$ cat src/rtl/regfile_wb_arbiter.sv
// Writeback arbiter and pending-write scoreboard for the LC-3 8x16 register file.
// Optional build macro: WB_ARB_FIXED_PRIO_EN (fixed priority, A wins ties).
module regfile_wb_arbiter #(
  parameter int NREG = 8,
  parameter int DW   = 16
) (
  input  logic                    Clk,
  input  logic                    reset,
  input  logic                    a_valid,
  output logic                    a_ready,
  input  logic [$clog2(NREG)-1:0] a_dr,
  input  logic [DW-1:0]           a_data,
  input  logic                    b_valid,
  output logic                    b_ready,
  input  logic [$clog2(NREG)-1:0] b_dr,
  input  logic [DW-1:0]           b_data,
  input  logic                    hold,
  input  logic                    rsv_valid,
  input  logic [$clog2(NREG)-1:0] rsv_dr,
  output logic                    LD_REG,
  output logic [$clog2(NREG)-1:0] wr_dr,
  output logic [DW-1:0]           BUS_Val,
  output logic [NREG-1:0]         pending
);

  logic            grant_a;
  logic            grant_b;
  logic [NREG-1:0] pend_next;

`ifdef WB_ARB_FIXED_PRIO_EN
  always_comb begin
    a_ready = !reset && !hold && a_valid;
    b_ready = !reset && !hold && b_valid && !a_valid;
  end
`else
  typedef enum logic {GRANT_A, GRANT_B} grant_t;
  grant_t last_grant;

  // On a tie the requester that did not win most recently gets the port.
  always_comb begin
    a_ready = !reset && !hold && a_valid && (!b_valid || last_grant == GRANT_B);
    b_ready = !reset && !hold && b_valid && (!a_valid || last_grant == GRANT_A);
  end

  always_ff @(posedge Clk or posedge reset) begin
    if (reset)
      last_grant <= GRANT_B;
    else if (grant_a)
      last_grant <= GRANT_A;
    else if (grant_b)
      last_grant <= GRANT_B;
  end
`endif

  assign grant_a = a_valid && a_ready;
  assign grant_b = b_valid && b_ready;

  // Clear applies first so a same-index reservation survives the write.
  always_comb begin
    pend_next = pending;
    if (LD_REG)
      pend_next[wr_dr] = 1'b0;
    if (rsv_valid)
      pend_next[rsv_dr] = 1'b1;
  end

  always_ff @(posedge Clk or posedge reset) begin
    if (reset) begin
      LD_REG  <= 1'b0;
      wr_dr   <= '0;
      BUS_Val <= '0;
      pending <= '0;
    end else begin
      LD_REG  <= grant_a || grant_b;
      pending <= pend_next;
      if (grant_a) begin
        wr_dr   <= a_dr;
        BUS_Val <= a_data;
      end else if (grant_b) begin
        wr_dr   <= b_dr;
        BUS_Val <= b_data;
      end
    end
  end

endmodule

$ cat config.mk
export PLATFORM = sky130hd
export DESIGN_NAME = regfile_wb_arbiter
export DESIGN_NICKNAME = d
export VERILOG_FILES = /design/src/rtl/regfile_wb_arbiter.sv
export SDC_FILE = /design/constraint.sdc
export NUM_CORES = 1
export LEC_CHECK = 0
export BUFFER_PORTS_ARGS = -buffer_cell sky130_fd_sc_hd__buf_2
export CAP_MARGIN = 5
export CORE_MARGIN = 2
export CORE_UTILIZATION = 40
export CTS_CLUSTER_DIAMETER = 80
export DETAILED_ROUTE_END_ITERATION = 7
export GPL_TIMING_DRIVEN = 0
export PLACE_DENSITY = 0.73
export SLEW_MARGIN = 20
export SYNTH_ARGS = -nofsm -noshare
export SYNTH_HDL_FRONTEND = slang
export SYNTH_SLANG_ARGS = --single-unit
$ cat constraint.sdc
create_clock -name Clk -period 1.5 [get_ports Clk]
set_clock_uncertainty 0.2 [all_clocks]
set_input_delay 0.15 -clock Clk [delete_from_list [all_inputs] [get_ports Clk]]
set_output_delay 0.15 -clock Clk [all_outputs]
set_load 0.01 [all_outputs]
# Word-level counts from Yosys, hierarchy flattened
# Cells that the tools add are included.
[totals]
output_inout_bits = 30
word_cells = 42
ff_bits = 29
in_bits = 47
[op_classes]
magnitude_cmp = 4
n_reduce_logical = 17
n_mux = 12
bitwise = 4
[ops]
columns = ["operator", "n"]
rows = [
  ["$mux 16", 2],
  ["$mux 8", 2],
  ["$logic_and 1x1->1", 9],
  ["$and 8x8->8", 1],
  ["$lt 3x4->1 const B", 2],
  ["$not 8->8", 1],
  ["$or 8x8->8", 1],
  ["$demux 1 s3", 2],
  ["$ge 3x1->1 const B", 2],
  ["$mux 3", 2],
  ["$logic_not 1->1", 4],
  ["$mux 1", 4],
  ["$logic_or 1x1->1", 3],
  ["$reduce_bool 2->1", 1],
  ["$not 1->1", 1],
]

# Longest topological paths before layout
# Gate-level depths: netlist (run 1).
[depth]
word_depth = 9
mapped_depth = 5
depth_no_buf = 3

# Worst setup path before layout (run 1)
# No wires, ideal clock.
[synth_path]
kind = "reg-to-reg"
start = "reg last_grant"
end = "reg BUS_Val[12]"
slack_ns = 0.025
required_time_ns = 1.196
period_less_slack_ns = 1.475
t_arrival_ns = 1.171
setup_time_ns = 0.104
path_buffers = 2
path_stages_with_launch = 6
path_cell_list = "dfstp_2 > nand2b_1 > buf_2 > buf_2 > nand4_1 > o311ai_1"
[synth_between]
elab_chain_len = 5
word_cells_on_any_way = 9
cone_classes = "mux: 1; bitwise: 1; reduce/logical: 7"
[synth_lines]
columns = ["element", "line_no", "rtl"]
rows = [
  ["start, declared", "37", "grant_t last_grant;"],
  ["start signal, assigned", "47", "last_grant <= GRANT_B;"],
  ["start signal, assigned", "49", "last_grant <= GRANT_A;"],
  ["start signal, assigned", "51", "last_grant <= GRANT_B;"],
  ["$not 1->1", "42", "b_ready = !reset && !hold && b_valid && (!a_valid || last_grant == GRANT_A);"],
  ["$logic_or 1x1->1", "42", ""],
  ["$logic_and 1x1->1", "42", ""],
  ["$logic_and 1x1->1", "56", "assign grant_b = b_valid && b_ready;"],
  ["$reduce_bool 2->1 (no line)", "-", ""],
  ["end signal, assigned", "78", "BUS_Val <= a_data;"],
  ["end signal, assigned", "81", "BUS_Val <= b_data;"],
  ["end, declared", "22", "output logic [DW-1:0] BUS_Val,"],
]
# Parallel ways exist; a longest one is shown, timed or not.
# A chain may end at the register's enable or synchronous reset.

# Final worst setup path (run 1)
[layout_path]
start = "reg last_grant"
end = "out b_ready"
[layout_between]
elab_chain_len = 3
[layout_lines]
columns = ["element", "line_no", "rtl"]
rows = [
  ["$not 1->1", "42", ""],
  ["$logic_or 1x1->1", "42", ""],
  ["$logic_and 1x1->1", "42", ""],
  ["end, declared", "14", "output logic b_ready,"],
]
# No other way between the ends.

==> key figures, run 1 <==
Outcome
  – Outcome: finished, violations left
  – Failing checks: negative setup slack

Critical path
  – Reg2reg path depth: 5
  – WS Path Type: reg2out
  – Worst Setup End Kind: output port
  – CP required: 1.15 ns
  – Critical path fanouts, max: 2
  – R2R setup slack: -0.12 ns
  – Reg2reg end: BUS_Val[9]$_DFFE_PP0P_
  – CP arrival: 1.34 ns
  – Type of origin of the critical path: register
  – Critical R2R Launch: last_grant$_DFFE_PP1P_

Synth
  – Synthesized instance count: 156
  – Netlist cell types: 18
  – Synthesized Nets: 203
  – Top-area cell type share of the netlist area: 47.9%
  – Post-synth top cells: 32 x o21ai_0, 28 x dfrtp_1, 22 x inv_1, 19 x nand4_1, 19 x o311ai_1
  – Area of the mapped netlist: 1460 µm²
  – Post-synth top area cell: dfrtp_1
  – Post-synthesis sequential area ratio: 49.7%
  – Top_reg_cell synth: dfrtp_1
  – Synthesis-stage register bit count: 29
  – Synth top area cells: dfrtp_1 48%, o311ai_1 11%, o21ai_0 11%
  – Most numerous cell in the Yosys netlist: o21ai_0
  – Post-synth EDFFs: 0
  – Yosys warns: 0
  – Syn Area/Cell: 9.37 µm²
  – Asr flop ratio synth: 100%

Route
  – Via/cell ratio: 5.42
  – Vias post-DR: 1,800
  – Routed length per instance: 15.6 µm
  – First-pass iteration count of the detailed router: 4
  – Remaining design rule violation count: 0
  – Final Routed Wirelength: 5.19 mm
  – Antenna-violating nets left: 0
  – DR iter-0 viols: 163

Global routing
  – Largest net degree at the start of global routing: 30
  – Tot GR Track Use: 26.2%
  – First-pass GRT wire length: 8.36 mm
  – Vias in the first global route: 1,882
  – Grt ovf: 0
  – Initial antenna violation count: 0

Clocking
  – CTS tree: yes
  – CTS H-tree lvls: 2
  – Clock buffer count from CTS: 5
  – Root Buffer: clkbuf_4
  – Worst-path clk slew: 0.10 ns
  – Clock sinks: 29
  – Clk Latency, worst-skew pair: 0.32 ns
  – Clk buf depth: 2

Hold path
  – Hold depth: 3
  – Hold wc startpoint: b_valid
  – Hold Path Class: in2reg
  – Hold endpoint: last_grant$_DFFE_PP1P_

Final layout
  – Number of diodes: 0
  – P&R area growth vs syn: 69.4%
  – Final Cell Area: 2480 µm²
  – Share of cells above drive strength 1: 36.7%
  – Nets: 332

STA
  – Final period util: 113%
  – Setup TNS: -0.868 ns
  – RSZ-0062 raised after global routing: true
  – Fin. Hold Viols: 0
  – Slew of the pin with the lowest slew margin: 0.608 ns
  – # setup viols final: 12
  – Fin crit period: 1.69 ns
  – Relative slew margins: 59.4%
  – Final WS setup: -0.191 ns
  – Max Transition Viols Final: 0
  – Hold Slack: 0.0690 ns
  – Max Freq: 0.591 GHz

Place
  – Port-buffer cells: 76
  – Setup Slack @ Placement: -0.143 ns
  – HPWL Detailed: 2.95 mm
  – Routability cong.: 0.755
  – Placed inst area: 1900 µm²

Floorplan
  – Std cell rows: 21
  – Initial Util: 42.8%
  – Die W: 64.4 µm
  – Chip height: 64.4 µm
  – Boundary Pins: 77
  – Die area: 4150 µm²
  – Core area: 3420 µm²

Pwr
  – Final Power: 2.39 mW
  – Leakage: 1.17 nW
  – VDD IR max: 0.687 mV
  – PwrDens: 966 nW/µm²

Job
  – Max_cap viols: 0
## timing repair
action                                 4_1_cts  5_1_grt
setup buffers                                3        1
setup endpoints to repair                   20       12
hold buffers                                43        0
pin swaps                                    1        0
resized for setup                            5        6
endpoints found under the hold margin       55        0
## registers in the layout (all words and copies together) (netlist names)
register and count:
BUS_Val 16, LD_REG 1, last_grant 1, wr_dr 3, pending 8
## cell usage in the layout, fill, tap and decap left out
cell type | Yosys | final
inv_1 | 22 | 21
o31ai_1 | 4 | 4
and3_4 | 1 | 1
clkinv_2 | 0 | 1
dfrtp_1 | 28 | 28
o311ai_2 | 0 | 2
clkbuf_1 | 3 | 3
inv_2 | 0 | 1
buf_8 | 0 | 1
o21bai_1 | 1 | 1
or2_1 | 1 | 1
and3_1 | 1 | 1
clkbuf_4 | 0 | 6
nand2_1 | 5 | 5
nand2b_4 | 0 | 1
nor2_2 | 2 | 2
dfstp_2 | 1 | 1
nand4_1 | 19 | 19
nand2b_1 | 7 | 6
clkbuf_8 | 0 | 2
o21ai_0 | 32 | 32
dlygate4sd3_1 | 0 | 43
o311ai_1 | 19 | 17
buf_6 | 1 | 4
buf_4 | 1 | 4
buf_2 | 8 | 79
## per-stage QoR
stage	util (%)	std cells
after global placement	55.6	278
after global routing	72.5	332
final	72.5	332
after CTS	71.4	331
after detailed placement	55.6	278
after floorplan	-	156
## power breakdown
part	switching, mW	total [mW]	internal, mW
Combinational	0.404	0.796	0.392
Sequential	0.0998	1.05	0.953
Clock	0.273	0.545	0.271
## per-layer routing
metal	vias to the layer above	track usage, %	wire length, µm
li1	834	-	-
met1	840	29.1	1980
met2	110	47.3	2690
met3	16	5.90	367
met4	0	12.2	152
met5	-	0	0
## kinds of logic (layout without fill, tap and decap cells)
family,Yosys count,after routing,share of synthesized area (%)
AOI/OAI and AO/OA,56,56,24.9
DFF,29,29,49.7
and+or+nand+nor,36,36,14.9
buffers and inverters,35,165,10.4
## how the worst max path moves through the flow
stage | from | to | slack (ns)
6_report | last_grant$_DFFE_PP1P_ | b_ready | -0.19
3_3_place_gp | last_grant$_DFFE_PP1P_ | BUS_Val[12]$_DFFE_PP0P_ | -0.12
4_1_cts | last_grant$_DFFE_PP1P_ | a_ready | -0.20
5_1_grt | last_grant$_DFFE_PP1P_ | a_ready | -0.24
3_5_place_dp | last_grant$_DFFE_PP1P_ | BUS_Val[8]$_DFFE_PP0P_ | -0.14
2_1_floorplan | last_grant$_DFFE_PP1P_ | BUS_Val[12]$_DFFE_PP0P_ | 0.03
## worst max-delay path, cell delays in order (launching register included)
cell and delay [ns]:
dfstp_2 0.54, buf_4 0.10, nand2_1 0.04, and3_1 0.19
buf_2 0.14
## area by class of cell
cell class	instances	area [µm²]
Fill cell	275	940
Timing Repair Buffer	123	855
Clock inverter	1	5.00
Inverter	22	82.6
Buffer	12	80.1
Clock buffer	7	65.1
Multi-Input combinational cell	92	604
Sequential cell	29	727
Tap cell	46	57.6
(Power assumes the default switching activity.)
==> inputs of run 2 (changes only) <==
--- a/config.mk
+++ b/config.mk
@@ -6,13 +6,14 @@
 export NUM_CORES = 1
 export LEC_CHECK = 0
 export BUFFER_PORTS_ARGS = -buffer_cell sky130_fd_sc_hd__buf_2
-export CAP_MARGIN = 5
+export CAP_MARGIN = 20
 export CORE_MARGIN = 2
 export CORE_UTILIZATION = 40
-export CTS_CLUSTER_DIAMETER = 80
+export CTS_CLUSTER_DIAMETER = 40
 export DETAILED_ROUTE_END_ITERATION = 7
 export GPL_TIMING_DRIVEN = 0
 export PLACE_DENSITY = 0.73
+export REMOVE_ABC_BUFFERS = 1
 export SLEW_MARGIN = 20
 export SYNTH_ARGS = -nofsm -noshare
 export SYNTH_HDL_FRONTEND = slang
==> key figures, run 2 (synthesis gave the netlist of run 1 again) <==
Final layout
  – Most common cell after layout, fill and taps aside: buf_2 (unchanged)
  – Most frequent cells in the layout: 75 x buf_2, 43 x dlygate4sd3_1, 31 x o21ai_0, 28 x dfrtp_1, 21 x inv_1 (was 79 x buf_2, 43 x dlygate4sd3_1, 32 x o21ai_0, 28 x dfrtp_1, 21 x inv_1)
  – Final Cell Area: 2480 µm² (about the same)
  – Max reg flops: 16 (unchanged)
  – Share of cells above drive strength 1: 37.5% (was 36.7%)
  – Number of diodes: 0 (unchanged)
  – Top reg by flops: BUS_Val (unchanged)
  – Nets: 327 (was 332)
  – Fill cells: 260 (was 275)
  – P&R area growth vs syn: 70.0% (was 69.4%)
  – Final Util: 72.7% (was 72.5%)
  – Largest registers: BUS_Val x16, pending x8, wr_dr x3 (unchanged)
  – Final cell count without fillers: 326 (was 332)

Place
  – Port-buffer cells: 76 (unchanged)
  – DP Cell Count: 266 (was 278)
  – Setup Slack @ Placement: -0.628 ns (was -0.143 ns)
  – HPWL Detailed: 2.74 mm (was 2.95 mm)
  – Routability cong.: 0.763 (was 0.755)
  – Placed inst area: 1840 µm² (was 1900 µm²)

Critical path
  – Type of origin of the critical path: register (unchanged)
  – Crit-path cells: nand2b_4 > and3_4 > buf_6 (was buf_4 > nand2_1 > and3_1 > buf_2)
  – Reg2reg end: BUS_Val[8]$_DFFE_PP0P_ (was BUS_Val[9]$_DFFE_PP0P_)
  – Critical-path top delay cell: dfstp_2 (unchanged)
  – Reg2reg path depth: 5 (unchanged)
  – WS Path Type: reg2out (unchanged)
  – CP arrival: 1.32 ns (was 1.34 ns)
  – Worst Setup End Kind: output port (unchanged)
  – Critical path fanouts, max: 4 (was 2)
  – Max incr delay on CP: 0.56 ns (was 0.54 ns)
  – R2R setup slack: -0.11 ns (was -0.12 ns)
  – Critical R2R Launch: last_grant$_DFFE_PP1P_ (unchanged)
  – CP required: 1.15 ns (about the same)

STA
  – Fin. Hold Viols: 0 (unchanged)
  – Relative slew margins: 52.7% (was 59.4%)
  – Fin crit period: 1.67 ns (was 1.69 ns)
  – Final WS setup: -0.167 ns (was -0.191 ns)
  – # setup viols final: 22 (was 12)
  – Max Transition Viols Final: 0 (unchanged)
  – Slew of the pin with the lowest slew margin: 0.709 ns (was 0.608 ns)
  – Max Freq: 0.600 GHz (was 0.591 GHz)
  – Final period util: 111% (was 113%)
  – RSZ-0062 raised after global routing: true (unchanged)

Global routing
  – Grt ovf: 0 (unchanged)
  – Tot GR Track Use: 25.8% (was 26.2%)
  – Initial antenna violation count: 0 (unchanged)
  – Vias in the first global route: 1,822 (was 1,882)
  – Largest net degree at the start of global routing: 30 (unchanged)
  – First-pass GRT wire length: 8.22 mm (was 8.36 mm)

Route
  – Via/cell ratio: 5.66 (was 5.42)
  – Routed length per instance: 17.2 µm (was 15.6 µm)
  – DR iter-0 viols: 134 (was 163)
  – Final Routed Wirelength: 5.60 mm (was 5.19 mm)
  – Antenna-violating nets left: 0 (unchanged)
  – First-pass iteration count of the detailed router: 5 (was 4)
  – Remaining design rule violation count: 0 (unchanged)
  – Vias post-DR: 1,845 (was 1,800)

Clocking
  – Clock buffer count from CTS: 5 (unchanged)
  – Root Buffer: clkbuf_4 (unchanged)
  – CTS H-tree lvls: 2 (unchanged)
  – Clock sinks: 29 (unchanged)
  – CTS tree: yes (unchanged)
  – Clk Latency, worst-skew pair: 0.32 ns (about the same)
  – Worst-path clk slew: 0.09 ns (was 0.10 ns)
  – Clk buf depth: 2 (unchanged)

Pwr
  – Final Power: 2.38 mW (was 2.39 mW)
  – PwrDens: 958 nW/µm² (was 966 nW/µm²)
  – Leakage: 1.16 nW (was 1.17 nW)
  – VDD IR max: 0.581 mV (was 0.687 mV)

Floorplan
  – Die W: 64.4 µm (unchanged)
  – Initial Util: 42.8% (unchanged)
  – Chip height: 64.4 µm (unchanged)
  – Std cell rows: 21 (unchanged)
  – Boundary Pins: 77 (unchanged)
  – Core area: 3420 µm² (unchanged)
  – Die area: 4150 µm² (unchanged)

Hold path
  – Hold Path Class: in2reg (unchanged)
  – Hold wc startpoint: b_valid (unchanged)
  – Hold endpoint: LD_REG$_DFF_PP0_ (was last_grant$_DFFE_PP1P_)
  – Hold depth: 3 (unchanged)

Outcome
  – Outcome: finished, violations left (unchanged)
  – Failing checks: negative setup slack (unchanged)

Job
  – Max_cap viols: 0 (unchanged)
==> run 2: metal layers <==
| layer | routed length [µm] | vias to the layer above | track usage (%) |
|---|---|---|---|
| li1 | - | 833 | - |
| met1 | 2110 | 872 | 30.7 |
| met2 | 2810 | 128 | 43.9 |
| met3 | 578 | 12 | 8.16 |
| met4 | 105 | 0 | 9.04 |
| met5 | 0 | - | 0 |
==> run 2: power by group <==
part | internal (mW) | leakage, nW | switching (mW)
combinational | 0.412 | 0.796 | 0.425
sequential | 0.953 | 0.332 | 0.0995
clock | 0.221 | 0.0314 | 0.270
total | 1.59 | 1.16 | 0.794
==> run 2: how the worst max path moves through the flow <==
stage	startpoint	to	slack (ns)
3_5_place_dp	hold	BUS_Val[1]$_DFFE_PP0P_	-0.63
6_report	last_grant$_DFFE_PP1P_	a_ready	-0.17
3_3_place_gp	hold	wr_dr[1]$_DFFE_PP0P_	-1.38
4_1_cts	last_grant$_DFFE_PP1P_	a_ready	-0.17
2_1_floorplan	hold	BUS_Val[0]$_DFFE_PP0P_	-0.50
5_1_grt	last_grant$_DFFE_PP1P_	a_ready	-0.20
==> run 2: repair_timing <==
item                                    in CTS  in global routing
endpoints found under the setup margin      22                 22
resized for setup                            4                  8
hold endpoints to repair                    55                 28
buffers inserted                             2                  4
cloned                                       2                  2
pin swaps                                    0                  7
hold buffers                                42                  1
==> run 2: per-stage QoR <==
stage	setup TNS [ns]	hold WS, ns
floorplan	-10.01	0.0274
global placement	-28.49	0.199
detailed placement	-12.25	0.194
CTS	-1.38	-0.0396
global route	-2.07	0.104
finish	-1.35	0.0965
==> run 2: worst max-delay path: cells and delay by family (launching register included) <==
kind	cells	cell delay (ns)
DFF	1	0.56
and+or+nand+nor	2	0.34
buffers and inverters	1	0.10
==> run 2: cell type report <==
type                    instances  area, µm²  area share, %
well taps                      46       57.6           2.32
multi-input cells              96        669           26.9
inverters                      22       82.6           3.32
repair buffers                126        893           36.0
flip-flops and latches         29        727           29.3
clock buffers                   7       55.1           2.22
==> inputs of run 3 (changes only) <==
--- a/config.mk
+++ b/config.mk
@@ -7,6 +7,7 @@
 export LEC_CHECK = 0
 export BUFFER_PORTS_ARGS = -buffer_cell sky130_fd_sc_hd__buf_2
 export CAP_MARGIN = 20
+export CORE_ASPECT_RATIO = 0.6
 export CORE_MARGIN = 2
 export CORE_UTILIZATION = 40
 export CTS_CLUSTER_DIAMETER = 40
==> key figures, run 3 (synthesis gave the netlist of run 1 again) <==
Global routing
  – Vias in the first global route: 1,619 (was 1,822)
  – M2 GR Usage: 39.6% (was 43.9%)
  – Most used routing layer in global routing: met2 (unchanged)
  – Largest net degree at the start of global routing: 30 (unchanged)
  – First-pass GRT wire length: 7.78 mm (was 8.22 mm)
  – Met3 Use GR: 6.54% (was 8.16%)
  – Tot GR Track Use: 25.6% (was 25.8%)
  – Grt ovf: 0 (unchanged)
  – Global-route met1 utilization: 35.7% (was 30.7%)
  – Initial antenna violation count: 0 (unchanged)

Final layout
  – Top reg by flops: BUS_Val (unchanged)
  – Number of diodes: 0 (unchanged)
  – Max reg flops: 16 (unchanged)
  – Multi-input logic area: 614 µm² (was 669 µm²)
  – Reg area: 727 µm² (unchanged)
  – Share of cells above drive strength 1: 35.0% (was 37.5%)
  – Largest registers: BUS_Val x16, pending x8, wr_dr x3 (unchanged)
  – Final Util: 72.3% (was 72.7%)
  – Nets: 320 (was 327)
  – Most frequent cells in the layout: 75 x buf_2, 41 x dlygate4sd3_1, 31 x o21ai_0, 28 x dfrtp_1, 21 x inv_1 (was 75 x buf_2, 43 x dlygate4sd3_1, 31 x o21ai_0, 28 x dfrtp_1, 21 x inv_1)
  – Fill cells: 269 (was 260)
  – Most common cell after layout, fill and taps aside: buf_2 (unchanged)
  – P&R area growth vs syn: 66.4% (was 70.0%)

Route
  – Via/cell ratio: 5.29 (was 5.66)
  – Routed length per instance: 15.5 µm (was 17.2 µm)
  – First-pass iteration count of the detailed router: 4 (was 5)
  – Remaining design rule violation count: 0 (unchanged)
  – Final Routed Wirelength: 4.95 mm (was 5.60 mm)
  – Antenna-violating nets left: 0 (unchanged)
  – DR iter-0 viols: 95 (was 134)
  – Vias post-DR: 1,688 (was 1,845)

Pwr
  – Comb power frac: 28.9% (was 35.2%)
  – Switch share: 29.3% (was 33.4%)
  – VDD IR max: 0.680 mV (was 0.581 mV)
  – PwrDens: 1090 nW/µm² (was 958 nW/µm²)
  – Register share of total power: 40.0% (was 44.2%)
  – P_int: 1.87 mW (was 1.59 mW)
  – Switching power total: 774 µW (was 794 µW)
  – Leakage: 1.14 nW (was 1.16 nW)
  – Clock share of power: 31.1% (was 20.6%)

STA
  – Fin crit period: 1.64 ns (was 1.67 ns)
  – Max Freq: 0.610 GHz (was 0.600 GHz)
  – Relative slew margins: 53.5% (was 52.7%)
  – Hold Slack: -0.000972 ns (was 0.0965 ns)
  – Slew of the pin with the lowest slew margin: 0.697 ns (was 0.709 ns)
  – Fin. Hold Viols: 1 (was 0)
  – # setup viols final: 22 (unchanged)
  – Max Transition Viols Final: 0 (unchanged)
  – RSZ-0062 raised after global routing: true (unchanged)
  – Final period util: 109% (was 111%)
  – Final WS setup: -0.139 ns (was -0.167 ns)

Clocking
  – Clock buffer count from CTS: 5 (unchanged)
  – Worst-path clk slew: 0.06 ns (was 0.09 ns)
  – CTS tree: yes (unchanged)
  – Clock sinks: 29 (unchanged)
  – Root Buffer: clkbuf_8 (was clkbuf_4)
  – Clk buf depth: 2 (unchanged)
  – CTS H-tree lvls: 2 (unchanged)
  – Clk Latency, worst-skew pair: 0.27 ns (was 0.32 ns)

Critical path
  – Worst Setup End Kind: output port (unchanged)
  – WS Path Type: reg2out (unchanged)
  – Critical path fanouts, max: 4 (unchanged)
  – Reg2reg path depth: 4 (was 5)
  – Critical path endpoint: a_ready (unchanged)
  – R2R setup slack: -0.09 ns (was -0.11 ns)
  – Type of origin of the critical path: register (unchanged)
  – CP arrival: 1.29 ns (was 1.32 ns)
  – Critical R2R Launch: last_grant$_DFFE_PP1P_ (unchanged)
  – Critical Path Start: last_grant$_DFFE_PP1P_ (unchanged)
  – CP required: 1.15 ns (about the same)
  – Reg2reg end: BUS_Val[12]$_DFFE_PP0P_ (was BUS_Val[8]$_DFFE_PP0P_)

Floorplan
  – Initial Util: 43.5% (was 42.8%)
  – Boundary Pins: 77 (unchanged)
  – Die area: 4170 µm² (was 4150 µm²)
  – Die W: 82.0 µm (was 64.4 µm)
  – Std cell rows: 16 (was 21)
  – Core area: 3360 µm² (was 3420 µm²)
  – Chip height: 50.8 µm (was 64.4 µm)

Place
  – HPWL Detailed: 2.82 mm (was 2.74 mm)
  – Routability cong.: 0.780 (was 0.763)
  – Port-buffer cells: 76 (unchanged)

Outcome
  – Outcome: finished, violations left (unchanged)
  – Failing checks: negative hold slack, negative setup slack (was negative setup slack)

Hold path
  – Hold Path Class: in2reg (unchanged)

Job
  – Max_cap viols: 0 (unchanged)
## run 3: power by group through the flow
stage	clock network (mW)	registers, mW	logic, mW
4_1_cts	0.834	1.05	0.754
3_5_place_dp	0	1.06	0.640
2_1_floorplan	0	1.13	0.244
3_3_place_gp	0	1.07	0.621
5_1_grt	0.876	1.08	0.845
6_report	0.822	1.05	0.763
## run 3: critical path, cell delays in order, from the launching register on
cell      delay [ns]
dfstp_2         0.55
nand2b_4        0.14
and3_4          0.21
buf_6           0.11
## run 3: worst min-delay path by stage
stage	from	to	slack [ns]	depth (start not counted)
after floorplan	reset	BUS_Val[0]$_DFFE_PP0P_	0.03	1
after global placement	rsv_dr[1]	pending[1]$_DFF_PP0_	0.20	2
after detailed placement	rsv_dr[2]	pending[1]$_DFF_PP0_	0.19	2
after CTS	rsv_dr[0]	pending[1]$_DFF_PP0_	0.0009	3
after global routing	rsv_dr[0]	pending[1]$_DFF_PP0_	0.04	3
final	rsv_dr[0]	pending[1]$_DFF_PP0_	-0.001	3
## run 3: cell type report
class / instances / share of cell area (%)
Multi-Input combinational cell: 94 / 25.3
Tap cell: 45 / 2.32
Clock buffer: 7 / 3.55
Clock inverter: 1 / 1.24
Inverter: 22 / 3.40
Timing Repair Buffer: 121 / 34.3
Sequential cell: 29 / 29.9
## run 3: timing repair
item / in CTS / in global routing
gates cloned: 2 / 0
gates resized for setup: 4 / 1
hold buffers: 40 / 1
pin swaps: 1 / 1
hold endpoints to repair: 23 / 28
setup endpoints to repair: 22 / 22
buffers inserted: 3 / 0
## run 3: per-stage QoR
| stage | cells | setup WS, ns | cell area [µm²] | total power, mW | TNS, ns |
|---|---|---|---|---|---|
| floorplan | 143 | -0.497 | 1390 | 1.38 | -10.01 |
| global placement | 264 | -1.41 | 1830 | 1.69 | -28.40 |
| detailed placement | 265 | -0.634 | 1840 | 1.70 | -12.15 |
| CTS | 318 | -0.133 | 2420 | 2.64 | -1.05 |
| global route | 319 | -0.177 | 2430 | 2.80 | -2.29 |
| finish | 319 | -0.139 | 2430 | 2.64 | -1.31 |
## run 3: layer usage
layer	vias up	wire length (µm)
met5	-	0
met4	0	54
met3	7	387
met2	79	2250
met1	784	2260
li1	818	-
